===== src/rtl/stopwatch_pkg.sv =====
// Shared constants and types for the stopwatch 7-segment display path.
// Segment patterns are {g,f,e,d,c,b,a}, active-high before any pin inversion.
package stopwatch_pkg;

  localparam int NUM_DIGITS = 6;

  localparam int MIN_MAX    = 59;
  localparam int SEC_MAX    = 59;
  localparam int SUBSEC_MAX = 99;

  typedef logic [2:0] digit_t;

  localparam digit_t LAST_DIGIT = digit_t'(NUM_DIGITS - 1);

  localparam logic [6:0] SEG_DIGIT [0:9] = '{
    7'h3F, 7'h06, 7'h5B, 7'h4F, 7'h66,
    7'h6D, 7'h7D, 7'h07, 7'h7F, 7'h6F
  };
  localparam logic [6:0] SEG_DASH  = 7'h40;
  localparam logic [6:0] SEG_BLANK = 7'h00;

  typedef struct packed {
    logic [5:0] min;
    logic [5:0] sec;
    logic [6:0] subsec;
  } snap_t;

  function automatic logic snap_illegal(snap_t s);
    return (s.min > 6'(MIN_MAX)) || (s.sec > 6'(SEC_MAX)) ||
           (s.subsec > 7'(SUBSEC_MAX));
  endfunction

endpackage


===== src/rtl/stopwatch_display_seg7_decode.sv =====
// BCD digit to 7-segment pattern. Error forces a dash and wins over blanking;
// codes above 9 fall through to blank.
module seg7_decode
  import stopwatch_pkg::*;
(
  input  logic [3:0] bcd,
  input  logic       blank,
  input  logic       error,
  output logic [6:0] seg
);

  always_comb begin
    seg = SEG_BLANK;
    if (error) begin
      seg = SEG_DASH;
    end else if (!blank) begin
      for (int i = 0; i < 10; i++) begin
        if (bcd == 4'(i)) seg = SEG_DIGIT[i];
      end
    end
  end

endmodule


===== src/rtl/stopwatch_display.sv =====
// Six-digit multiplexed MM.SS.CC display driver. A snapshot of the stopwatch
// fields is taken once per scan frame so a frame never mixes two time values.
module stopwatch_display
  import stopwatch_pkg::*;
#(
  parameter int SCAN_DIV       = 4,
  parameter int BLANK_LZ       = 1,
  parameter int SEG_ACTIVE_LOW = 0
) (
  input  logic       clk,
  input  logic       reset,
  input  logic [5:0] min,
  input  logic [5:0] sec,
  input  logic [6:0] subsec,
  input  logic       hold,
  output logic [6:0] seg,
  output logic       dp,
  output logic [5:0] an,
  output logic       frame_tick
);

  localparam int CNT_W = $clog2(SCAN_DIV);
  localparam logic [CNT_W-1:0] CNT_LAST = CNT_W'(SCAN_DIV - 1);

  logic [CNT_W-1:0] div_cnt;
  digit_t           digit;
  snap_t            snap;
  logic             boundary;

  assign boundary = (div_cnt == CNT_LAST) && (digit == LAST_DIGIT);

  always_ff @(posedge clk or posedge reset) begin
    if (reset) begin
      div_cnt    <= '0;
      digit      <= '0;
      snap       <= '0;
      frame_tick <= 1'b0;
    end else begin
      if (div_cnt == CNT_LAST) begin
        div_cnt <= '0;
        digit   <= (digit == LAST_DIGIT) ? digit_t'(0) : digit + digit_t'(1);
      end else begin
        div_cnt <= div_cnt + CNT_W'(1);
      end
      // Hold only matters at the frame boundary; mid-frame changes are ignored.
      if (boundary && !hold) begin
        snap.min    <= min;
        snap.sec    <= sec;
        snap.subsec <= subsec;
      end
      frame_tick <= boundary;
    end
  end

  logic [6:0] field;
  logic [3:0] bcd;
  logic       error;
  logic       lz_blank;
  logic [6:0] seg_pat;

  always_comb begin
    field = '0;
    case (digit)
      3'd0, 3'd1: field = {1'b0, snap.min};
      3'd2, 3'd3: field = {1'b0, snap.sec};
      default:    field = snap.subsec;
    endcase
  end

  // Even digits show the tens, odd digits the units of their field.
  assign bcd      = digit[0] ? 4'(field % 7'd10) : 4'(field / 7'd10);
  assign error    = snap_illegal(snap);
  assign lz_blank = (BLANK_LZ != 0) && (digit == digit_t'(0)) && (bcd == 4'd0);

  seg7_decode u_seg7_decode (
    .bcd   (bcd),
    .blank (lz_blank),
    .error (error),
    .seg   (seg_pat)
  );

  logic       slot_active;
  logic [5:0] an_pre;
  logic [6:0] seg_pre;
  logic       dp_pre;

  // Slot 0 of every digit is dark so the previous digit cannot ghost.
  assign slot_active = (div_cnt != '0);

  always_comb begin
    an_pre = '0;
    for (int i = 0; i < NUM_DIGITS; i++) begin
      an_pre[i] = slot_active && (digit == digit_t'(i));
    end
  end

  assign seg_pre = slot_active ? seg_pat : SEG_BLANK;
  assign dp_pre  = slot_active && !error &&
                   ((digit == digit_t'(1)) || (digit == digit_t'(3)));

  assign seg = (SEG_ACTIVE_LOW != 0) ? ~seg_pre : seg_pre;
  assign dp  = (SEG_ACTIVE_LOW != 0) ? ~dp_pre  : dp_pre;
  assign an  = (SEG_ACTIVE_LOW != 0) ? ~an_pre  : an_pre;

endmodule


===== config.mk =====
export PLATFORM = sky130hd
export DESIGN_NAME = stopwatch_display
export DESIGN_NICKNAME = d
export VERILOG_FILES = /design/src/rtl/stopwatch_pkg.sv /design/src/rtl/stopwatch_display_seg7_decode.sv /design/src/rtl/stopwatch_display.sv
export SDC_FILE = /design/constraint.sdc
export NUM_CORES = 1
export LEC_CHECK = 0
export CAP_MARGIN = 20
export CORE_ASPECT_RATIO = 0.9
export CORE_MARGIN = 8
export CORE_UTILIZATION = 50
export CTS_BUF_LIST = sky130_fd_sc_hd__clkbuf_8
export CTS_CLUSTER_SIZE = 12
export DETAILED_ROUTE_END_ITERATION = 10
export PLACE_DENSITY_LB_ADDON = 0.25
export SETUP_SLACK_MARGIN = 0.3
export SYNTH_ARGS = -nofsm -noshare
export SYNTH_HDL_FRONTEND = slang
export SYNTH_HIERARCHICAL = 1
export SYNTH_SLANG_ARGS = --single-unit

===== constraint.sdc =====
create_clock -name clk -period 6 [get_ports clk]
set_input_delay 1.2 -clock clk [delete_from_list [all_inputs] [get_ports clk]]
set_output_delay 1.2 -clock clk [all_outputs]
set_load 0.005 [all_outputs]

==> impl_metrics.csv <==
group,metric,value,unit
yosys,ys_types,65,
power_and_ir_drop,power_density,176,nW/um2
setup_path,crit_path_max_delay_cell_type,"sky130_fd_sc_hd__clkdlybuf4s50_1",
floorplan,total_die_area,6370,um2
global_route,grt_first_pass_wirelength,8850,um
placed_design,numPlacedInstances,308,
detailed_routing,met1_length,2370,um
yosys,synth_area,2030,um2
floorplan,placementRows,22,
sta,grt_setup_unrepaired,"true",
setup_path,max_stage_delay,0.51,ns
detailed_routing,detailroute.wirelength.met2,2560,um
clock_tree,clkLatencyLatePin,0.27,ns
placed_design,dp_slack,0.257,ns
setup_path,start_kind,"register",
yosys,synth_simple_gate_area_share,26.1,%
layout,area_growth,32.7,%
yosys,synth_area_in_compound_gates,20.9,%
yosys,synthFlopType,"sky130_fd_sc_hd__dfrtp_1",
power_and_ir_drop,leakage_power,0.00114,uW
detailed_routing,dr.first_iter.drc_count,167,
sta,hold_violations,0,
layout,num_antenna_cells,0,
detailed_routing,antenna_viol_nets_final,0,
setup_path,critPathMostFrequentCell,"sky130_fd_sc_hd__o211ai_1",
clock_tree,tritoncts_clock_tree,"done",
sta,post-route-min-period,5.77,ns
sta,timing_worst_slew_pin_value,0.911,ns
yosys,main_combinational_cell_family_by_area_after_synthesis,"simple AND/OR/NAND/NOR gates",
worst_hold_path,min_path_cells,1,
layout,layout-drive-gt1-share,25.6,%
yosys,synth_fa_ha_area_share,2.46,%
flow_run,max_cap_violations,0,
power_and_ir_drop,peakVddDrop,0.127,mV
status,outcome,"finished clean",
clock_tree,h-tree-depth,1,
yosys,post_synth_inst_count,228,
detailed_routing,routed_wire_length_per_instance,16.6,um
sta,hold-worst-slack,0.463,ns
setup_path,path_cells,"and2_4 > ha_4 > a221o_1 > a21o_1 > and4b_1 > o22ai_1 > o211ai_1 > o221ai_2 > ha_2 > buf_4 > o211ai_1 > nand4_2 > mux2_4 > a21oi_4 > buf_6 > mux2i_1 > and3_1 > nor2b_1 > clkdlybuf4s50_1",
sta,fin_skew,0.00232,ns
placed_design,hpwl_reported_at_the_end_of_detailed_placement,3840,um
setup_path,reg2regPathDepth,7,
sta,layout_worst_path_cycle_share,96.1,%
sta,maxSlewHeadroom,39.2,%
detailed_routing,wl_met3,365,um
sta,fmaxAchievable,173,MHz
yosys,syn_nets,254,
detailed_routing,first_pass_iters,4,
global_route,grt_pass1_vias,1901,
global_route,track_usage,15.8,%
sta,setup_viol,0,
sta,fin_tns_setup,0,ns
setup_path,crit_fanout,7,
yosys,synth-seq-area-share,30.8,%
worst_hold_path,min-delay-path-class,"reg -> reg",
floorplan,initial_core_util,50.9,%
sta,max_slew_vio_count,0,
yosys,number_of_warnings_issued_by_yosys,6,
clock_tree,ctsLongestPathBuffers,2,
yosys,fraction_of_synthesis_flops_using_an_asynchronous_set_or_reset_pin,100,%
clock_tree,clkSlewWorstSetupHoldPaths,0.09,ns
sta,timing.final.ws_setup,0.233,ns
setup_path,critPathRequiredTime,4.80,ns
clock_tree,cts_buffers,3,
setup_path,worst_ep_arrival_time,4.57,ns
setup_path,crit_type,"reg -> out",
clock_tree,tritoncts_num_sinks,25,
layout,final_cells,325,
yosys,synth_xor_area_share,1.29,%
placed_design,gpl.final_weighted_congestion,0.909,
setup_path,crit_path_end_kind,"primary output",
layout,net_count_reported_at_finish,304,
global_route,pin_count_of_the_biggest_net_entering_global_routing,26,
floorplan,die_outline_height,76.5,um
floorplan,core_region_area,3990,um2
yosys,synth_seq_cells,25,
detailed_routing,vias,1947,
global_route,globalRouteOverflowTotal,0,
detailed_routing,max_layer_used,"met4",
floorplan,boundaryPins,37,
yosys,synth_edf_count,0,
global_route,antenna_violations_before_repair,0,
clock_tree,clockRootBuffer,"sky130_fd_sc_hd__clkbuf_8",
yosys,synthesis.area_per_instance,8.92,um2
placed_design,portBuffers,36,
detailed_routing,drt-vias-per-instance,5.99,
detailed_routing,route.detailed.drc,0,
yosys,synth.mux.area_fraction,12.7,%
floorplan,fp.dieW,83.2,um
detailed_routing,drt-total-wl,5380,um
## registers in the layout, summed over array words and instances, names as in the netlist
name / cells
frame_tick: 1
snap: 19
digit: 3
div_cnt: 2
## repair_timing
action	CTS	global route
buffers inserted	6	7
resized for setup	14	15
hold buffers	0	0
pin swaps	4	6
endpoints found under the setup margin	7	7
## worst paths after layout
| kind | endpoint | startpoint | slack [ns] |
|---|---|---|---|
| min reg2reg | div_cnt[0] | div_cnt[0] | 0.46 |
| max | seg[5] | digit[0] | 0.23 |
| min | div_cnt[0] | div_cnt[0] | 0.46 |
| max in group asynchronous | snap[10] | reset | 4.01 |
| min in group asynchronous | snap[18] | reset | 1.43 |
| max reg2reg | snap[10] | digit[0] | 4.17 |
## layer usage
metal | GRT usage, % | vias to the layer above
met5 | 0 | -
met4 | 3.33 | 0
met3 | 3.95 | 10
met2 | 25.7 | 76
met1 | 20.3 | 916
li1 | - | 945
## critical path: cells and delay by family (launching register included)
kind            cells  cell delay, ns
buf+inv             3            0.77
simple gates        5            0.85
flops               1            0.42
mux                 2            0.51
fa+ha+maj           2            0.41
compound gates      7            1.34
## per-stage QoR
step	area (um2)	power [uW]	util [%]
floorplan	2030	294	-
global placement	2450	357	61.5
detailed placement	2450	359	61.5
CTS	2600	468	65.1
global route	2700	504	67.6
finish	2700	475	67.6
## Yosys cell counts, drive strengths merged, types with 5 or more instances
cell    number  area (um2)
nand3        6        30.0
nor3         5        35.0
a21oi       10        65.1
mux2        19         218
inv         10        37.5
nand2b       5        31.3
and2         6        40.0
o21ai       11        55.1
nand4        5        37.5
dfrtp       25         626
nor2        15        61.3
buf          9        58.8
nor2b       14        90.1
clkbuf       6        22.5
nand2       17        63.8
## placed cells by master (no fill, tap or decap), drive strengths merged, types with 4 or more instances in the layout
cell type and instances:
mux2 19, nand2b 5, ha 4, nand4 5
nand3 6, buf 24, nor3 5, a21o 4
clkdlybuf4s50 32, nand2 17, mux2i 4, nor2b 14
o21ai 11, dfrtp 25, nor2 15, inv 11
a21oi 10, o22ai 4, and2 6
## power by group
group          total [uW]  leakage, uW  internal, uW  switching, uW
logic                 182     0.000806           101           80.6
registers             189     0.000312           178           11.0
clock network         104    0.0000261          48.6           55.3
total                 475      0.00114           328            147
## cell families after synthesis
group,count (synthesis)
fa+ha+maj,4
xor+xnor,3
mux,23
flops,25
compound gates,58
buf+inv,25
simple gates,90
## layout make-up
class,count,area [um2]
Clock buffer,3,41.3
Clock inverter,1,8.76
Fill cell,320,1290
Inverter,10,37.5
Multi-Input combinational cell,178,1360
Sequential cell,25,626
Tap cell,48,60.1
Timing Repair Buffer,60,563
(Power assumes the default switching activity.)
